===== src/rtl/interrupt_ctrl.sv =====
// interrupt_ctrl: CPU-side interrupt receiver. Captures rising edges on the
// request lines, arbitrates by fixed priority (highest index wins) against the
// currently running level, and redirects the CPU at instruction boundaries.
// Supports nesting up to NUM_IRQ levels, with one saved return PC per level.
module interrupt_ctrl #(
   parameter int          NUM_IRQ    = 3,
   parameter logic [31:0] VEC_BASE   = 32'h0000_0100,
   parameter logic [31:0] VEC_STRIDE = 32'h0000_0040
) (
   input  logic               clk,
   input  logic               clr,
   input  logic [NUM_IRQ-1:0] irq_in,
   input  logic               int_en,
   input  logic               insn_boundary,
   input  logic [31:0]        pc_next,
   input  logic               eret,
   output logic               take,
   output logic [31:0]        vector,
   output logic [31:0]        epc,
   output logic [NUM_IRQ-1:0] running,
   output logic [NUM_IRQ-1:0] pending
);

   localparam int IW = (NUM_IRQ > 1) ? $clog2(NUM_IRQ) : 1;

   logic [NUM_IRQ-1:0] irq_d_q;
   logic [NUM_IRQ-1:0] pending_q, pending_d;
   logic [NUM_IRQ-1:0] running_q, running_d;
   logic               take_q, take_d;
   logic [31:0]        vector_q, vector_d;
   logic [31:0]        epc_slot_q [NUM_IRQ];
   logic [31:0]        epc_slot_d [NUM_IRQ];

   logic [NUM_IRQ-1:0] irq_edge;
   logic               ceil_vld;
   logic [IW-1:0]      ceil_idx;
   logic               cand_vld;
   logic [IW-1:0]      cand_idx;
   logic               take_dec;
   logic               eret_do;

   // Ceiling: highest running level; nothing running means any pending line may preempt.
   always_comb begin
      ceil_vld = 1'b0;
      ceil_idx = '0;
      for (int i = 0; i < NUM_IRQ; i++) begin
         if (running_q[i]) begin
            ceil_vld = 1'b1;
            ceil_idx = IW'(i);
         end
      end
   end

   // Candidate: highest-index pending line strictly above the ceiling.
   always_comb begin
      cand_vld = 1'b0;
      cand_idx = '0;
      for (int i = 0; i < NUM_IRQ; i++) begin
         if (pending_q[i] && (!ceil_vld || (i > int'(ceil_idx)))) begin
            cand_vld = 1'b1;
            cand_idx = IW'(i);
         end
      end
   end

   // Next-state: eret beats take, and a fresh edge beats the pending clear on take.
   always_comb begin
      irq_edge   = irq_in & ~irq_d_q;
      eret_do    = eret & ceil_vld;
      take_dec   = insn_boundary & int_en & ~eret & ~take_q & cand_vld;
      pending_d  = pending_q;
      running_d  = running_q;
      take_d     = take_dec;
      vector_d   = vector_q;
      epc_slot_d = epc_slot_q;
      if (take_dec) begin
         pending_d[cand_idx]  = 1'b0;
         running_d[cand_idx]  = 1'b1;
         vector_d             = VEC_BASE + (32'(cand_idx) * VEC_STRIDE);
         epc_slot_d[cand_idx] = pc_next;
      end
      if (eret_do) begin
         running_d[ceil_idx] = 1'b0;
      end
      pending_d = pending_d | irq_edge;
   end

   // State registers; reset clears everything, including requests in flight.
   always_ff @(posedge clk or negedge clr) begin
      if (!clr) begin
         irq_d_q   <= '0;
         pending_q <= '0;
         running_q <= '0;
         take_q    <= 1'b0;
         vector_q  <= VEC_BASE;
         for (int i = 0; i < NUM_IRQ; i++) begin
            epc_slot_q[i] <= '0;
         end
      end else begin
         irq_d_q   <= irq_in;
         pending_q <= pending_d;
         running_q <= running_d;
         take_q    <= take_d;
         vector_q  <= vector_d;
         for (int i = 0; i < NUM_IRQ; i++) begin
            epc_slot_q[i] <= epc_slot_d[i];
         end
      end
   end

   assign take    = take_q;
   assign vector  = vector_q;
   assign running = running_q;
   assign pending = pending_q;
   assign epc     = ceil_vld ? epc_slot_q[ceil_idx] : 32'h0;

endmodule


===== config.mk =====
export PLATFORM = sky130hd
export DESIGN_NAME = interrupt_ctrl
export DESIGN_NICKNAME = d
export VERILOG_FILES = /design/src/rtl/interrupt_ctrl.sv
export SDC_FILE = /design/constraint.sdc
export NUM_CORES = 1
export LEC_CHECK = 0
export ABC_AREA = 1
export CAP_MARGIN = 20
export CORE_UTILIZATION = 47
export DETAILED_ROUTE_END_ITERATION = 16
export GPL_ROUTABILITY_DRIVEN = 0
export PLACE_DENSITY = 0.77
export SLEW_MARGIN = 25
export SYNTH_ARGS = -nofsm -noshare
export SYNTH_HDL_FRONTEND = slang
export SYNTH_SLANG_ARGS = --single-unit
export TNS_END_PERCENT = 5

===== constraint.sdc =====
create_clock -name clk -period 1.3 [get_ports clk]
set_input_delay 0.13 -clock clk [delete_from_list [all_inputs] [get_ports clk]]
set_output_delay 0.13 -clock clk [all_outputs]
set_load 0.005 [all_outputs]

After elaboration in Yosys (flattened, before gate mapping):

Index checks and enable logic that the tools add are counted.

* logic and storage cells: 68
* bits of input ports: 40
* output and inout port bits: 71
* flip-flop bits (word level): 138

* muxes and demuxes: 24
* bitwise logic cells: 17
* add/subtract/negate cells: 1
* reductions and logical operators: 9
* order comparisons: 9

Operators by type and width (number)
* $mux W32: 4
* $bwmux W96: 1
* $bmux W32 S2: 1
* $demux W32 S2: 1
* $add A9 B8 Y10 const A: 1
* $mux W1: 10
* $and A3 B3 Y3: 3
* $mux W3: 3
* $not A3 Y3: 3
* $ge A3 B3 Y1 const B: 2
* $logic_and A1 B1 Y1: 6
* $lt A2 B3 Y1 const B: 2
* $not A2 Y3: 2
* $or A3 B3 Y3: 2
* $and A1 B1 Y1: 5
* $demux W1 S2: 2
* $ge A2 B1 Y1 const B: 2
* $mux W2: 2
* $lt A3 B1 Y1 const B: 1
* $gt A1 B2 Y1 const A: 1
* $gt A2 B2 Y1 const A: 1
* $logic_or A1 B1 Y1: 2
* $not A1 Y1: 2
* $logic_not A1 Y1: 1

Depth between registers and ports, before layout:

* depth after elaboration: 16
* gate-level depth with buffers: 9

Worst setup path before layout:

No wires, ideal clock.

* path type: flip-flop to flip-flop
* from: register running_q[2], in the netlist running[2]
* to: register epc_slot_q[70] (netlist bit)
* data arrival time: 1314 ps
* slack: -146 ps
* path buffers: 3
* data required time: 1168 ps
* stages on the path, launching flop included: 9
* cell sequence: dfrtp_1 buf_6 nor2_8 nand3_1 nand3b_4 buf_6 buf_6 nand2_1 o21ai_0

* cells in the longest elaborated chain, start to end: 12
* elaborated cells between the ends (all ways): 23

Ends and longest elaborated chain
* start: declaration: RTL line 28 `logic [NUM_IRQ-1:0] running_q, running_d;`
* start signal: assignment: RTL line 102 `running_q <= running_d;`
* $mux W2 / $mux W1 (equally long branches): RTL line 47 `if (running_q[i]) begin`
* $gt A1 B2 Y1 / $logic_not A1 Y1 (equally long branches): RTL line 59 `if (pending_q[i] && (!ceil_vld || (i > int'(ceil_idx)))) begin`
* $logic_or A1 B1 Y1: RTL line 59
* $logic_and A1 B1 Y1: RTL line 59
* $mux W1: RTL line 59
* $mux W2: RTL line 59
* $not A2 Y3 (implied by the code): RTL line 80 `epc_slot_d[cand_idx] = pc_next;`
* $ge A3 B3 Y1 (implied by the code) / $lt A3 B1 Y1 (equally long branches): RTL line 80
* $logic_and A1 B1 Y1 (implied by the code): RTL line 80
* $mux W32 (implied by the code): RTL line 80
* $demux W32 S2: RTL line 80
* $bwmux W96: RTL line 80
* end signal: indexed assignment: RTL line 106 `epc_slot_q[i] <= epc_slot_d[i];`
* end: declaration: RTL line 31 `logic [31:0] epc_slot_q [NUM_IRQ];`

Parallel ways exist; a longest one is shown, timed or not.
A chain may end at the register's enable or synchronous reset.

Final worst setup path:

* from: register running_q[1], in the netlist running[1]
* to: register epc_slot_q[67] (netlist bit)

* cells in the longest elaborated chain, start to end: 13
* elaborated cells between the ends (all ways): 25

Ends and longest elaborated chain (RTL line)
* $mux W1: 47
* $mux W2 / $mux W1 (equally long branches): 47
* $gt A1 B2 Y1 / $logic_not A1 Y1 (equally long branches): 59
* $logic_or A1 B1 Y1: 59
* $logic_and A1 B1 Y1: 59
* $mux W1: 59
* $mux W2: 59
* $not A2 Y3 (implied by the code): 80
* $ge A3 B3 Y1 (implied by the code) / $lt A3 B1 Y1 (equally long branches): 80
* $logic_and A1 B1 Y1 (implied by the code): 80
* $mux W32 (implied by the code): 80
* $demux W32 S2: 80
* $bwmux W96: 80

Parallel ways exist; a longest one is shown, timed or not.

==> impl_metrics.json <==
{
  "syn_area_per_cell_um2": 7.97,
  "die_h_um": 110,
  "clock_latency_ns": 0.36,
  "final_cell_area_um2": 7640,
  "dpl_cell_area_um2": 6530,
  "ys_types": 26,
  "nFillCells": 861,
  "drc_errors": 0,
  "rsz0062_at_grt": "true",
  "finClkSkew_ns": 0.0134,
  "grt_max_degree": 53,
  "cts.sinks": 108,
  "hold_viol": 0,
  "drive_gt1_frac": 0.275,
  "core-area_um2": 11400,
  "cts_made_buffers": 9,
  "route.antenna.remaining_nets": 0,
  "power_per_cell_area_nw_per_um2": 1980,
  "ioPinCount": 111,
  "wl_um": 16800,
  "top_usage_layer": "met2",
  "slowest_stage": "dfrtp_2",
  "ctsLongestPathBuffers": 2,
  "nets": 857,
  "setup_ws_ns": -0.623,
  "p_leak_nw": 4.24,
  "outcome": "complete, but fails checks",
  "end_kind": "register",
  "max_cap_violations": 0,
  "grt_pass1_vias": 5205,
  "fin_setup_tns_ns": -75.71,
  "syn2layout_area_growth_pct": 39.6,
  "placed_cells": 906,
  "hold_path.class": "primary input to async pin",
  "ys_seq_area_frac": 0.494,
  "synth_area_um2": 5480,
  "fp.dieArea_um2": 12100,
  "final_util": 0.672,
  "crit_type": "register to register",
  "gr-total-overflow": 0,
  "peakVddDrop_mv": 1.01,
  "min_period_over_period": 1.48,
  "drt_first_iter_violations": 459,
  "syn-instance-count": 687,
  "grt_util_met3": 0.0616,
  "tritoncts": "built",
  "layout.cells.non_filler": 965,
  "dp_hpwl_um": 9090,
  "max_stage_delay_ns": 0.44,
  "crit_fanout": 13,
  "start_util": 0.482,
  "violations": "setup timing",
  "firstDrtPassIters": 5,
  "grt_pass1_wl_um": 25700,
  "path_clk_slew_ns": 0.08,
  "yosysWarnings": 0,
  "fmaxAchievable_mhz": 520,
  "die_x_um": 110,
  "slew_violations": 0,
  "use_met1": 0.351,
  "io_buffers": 80,
  "via_count": 5319,
  "num_rows": 39,
  "drt-wirelength-per-cell_um": 17.4,
  "cpMostUsedCell": "buf_8",
  "crit_arrival_ns": 2.15,
  "n_antenna_cell": 0,
  "htree_levels": 3,
  "final.min_clock_period_ns": 1.92,
  "grt_antenna_before_repair": 0,
  "met2_usage": 0.468,
  "cp_cell_sequence": "buf_12 -> nor2_8 -> buf_8 -> buf_8 -> buf_8 -> nand3_4 -> nand3b_4 -> clkbuf_16 -> nand2_1 -> o21ai_0",
  "clock-root-buffer": "clkbuf_16",
  "startpoint_type": "register",
  "setup_viol": 139,
  "ys_ff_latch": 108,
  "critPathRequiredTime_ns": 1.53,
  "routed_via_density": 5.51,
  "track_usage": 0.282
}
## cells in the mapped netlist
cell      instances  share of area
nand2_1         279           0.19
dfrtp_1         108           0.49
inv_1            74          0.051
nand4_1          64          0.073
buf_4            37          0.051
o21ai_1          26          0.024
a22oi_1          21          0.029
buf_2            20          0.018
nand3_1          12          0.011
clkbuf_1         10         0.0069
o21ai_0           9         0.0082
buf_6             6          0.012
buf_1             3         0.0021
a21oi_1           2         0.0018
conb_1            2         0.0014
nand3_2           2         0.0037
nor2_1            2         0.0014
nor3_1            2         0.0018
and2_4            1         0.0016
clkbuf_2          1        0.00091
nand2_2           1         0.0011
nand3_4           1         0.0032
nand3b_4          1         0.0037
nor2_4            1         0.0021
nor2_8            1         0.0037
nor3_4            1         0.0030
## cells by family after synthesis
group           after synthesis  synth area share
compound gates               58            0.0626
buf+inv                     151             0.142
flops                       108             0.494
other cells                   2           0.00137
simple gates                368             0.301
## layer usage
metal	vias up	part of all wire	wire (um)
li1	2392	-	-
met1	2540	0.38	6380
met2	323	0.49	8290
met3	64	0.091	1530
met4	0	0.038	641
met5	-	0	0
## area by class of cell
cell class              count  area (um^2)  share of cell area
well taps                 143          179              0.0234
repair buffers            168         1770               0.232
clock buffers               9          225              0.0295
clock inverters             7          106              0.0139
inverters                  74          280              0.0367
multi-input cells         456         2370               0.310
flip-flops and latches    108         2710               0.354
## power by group
| part | switching [mW] | total [mW] | internal [mW] |
|---|---|---|---|
| clock | 1.33 | 3.05 | 1.72 |
| combinational | 3.32 | 6.74 | 3.42 |
| sequential | 0.844 | 5.34 | 4.50 |
## worst max-delay path, delay by kind of cell (launching register included)
| family | cells | cell delay, ns |
|---|---|---|
| compound gates | 1 | 0.08 |
| buf+inv | 5 | 0.77 |
| flops | 1 | 0.44 |
| simple gates | 4 | 0.51 |
## metrics by stage
step	hold WS [ns]	power, mW	setup WS [ns]
2_1_floorplan	-0.166	7.57	-0.101
3_3_place_gp	0.0538	9.45	-0.440
3_5_place_dp	0.0549	9.67	-0.518
4_1_cts	0.221	14.6	-0.561
5_1_grt	0.230	15.9	-0.676
6_report	0.213	15.1	-0.623
## timing repair
action                     CTS  global route
hold endpoints to repair    21             0
resized for setup          226            48
pin swaps                   27            12
hold buffers                 1             0
setup endpoints to repair  146           141
setup buffers               33             2
cloned                       5             2
## state kept, by name, summed over array words and instances (netlist names)
name / flops
epc_slot_q: 96
irq_d_q: 3
pending: 3
running: 3
take: 1
vector: 2
## placed cells by master, fill, tap and decap left out, types with 2 or more instances in the layout
cell type          n
dfrtp_1          105
buf_2             31
inv_1             69
buf_16             6
nand2_1          232
inv_2              4
nand2_2           46
nor2_4             3
dfrtp_2            3
clkinvlp_4         2
nand3_1            6
clkdlybuf4s15_1    2
conb_1            30
buf_6             35
buf_12            14
nand3_4            4
clkbuf_16         11
buf_8              4
bufinv_16          2
o21ai_0            5
clkdlybuf4s50_1   38
inv_8              2
o21ai_1           29
clkbuf_2           3
a22oi_1            9
nand4_1           64
a22oi_2           12
buf_4             29
nor3_1             2
dlygate4sd2_1      3
nand3_2            5
## path summary, 6_finish.rpt
check,start,to,slack (ns),cells after the start
max,running[1]$_DFF_PN0_,epc_slot_q[67]$_DFFE_PN0P_,-0.62,10
min,clr,epc_slot_q[88]$_DFFE_PN0P_,0.21,2
max reg2reg,running[1]$_DFF_PN0_,epc_slot_q[67]$_DFFE_PN0P_,-0.62,10
min reg2reg,irq_d_q[0]$_DFF_PN0_,pending[0]$_DFF_PN0_,0.42,1
max in group asynchronous,clr,epc_slot_q[42]$_DFFE_PN0P_,0.49,3
min in group clk,irq_in[0],irq_d_q[0]$_DFF_PN0_,0.24,1
Note: power is estimated with default switching activity, not from simulation.
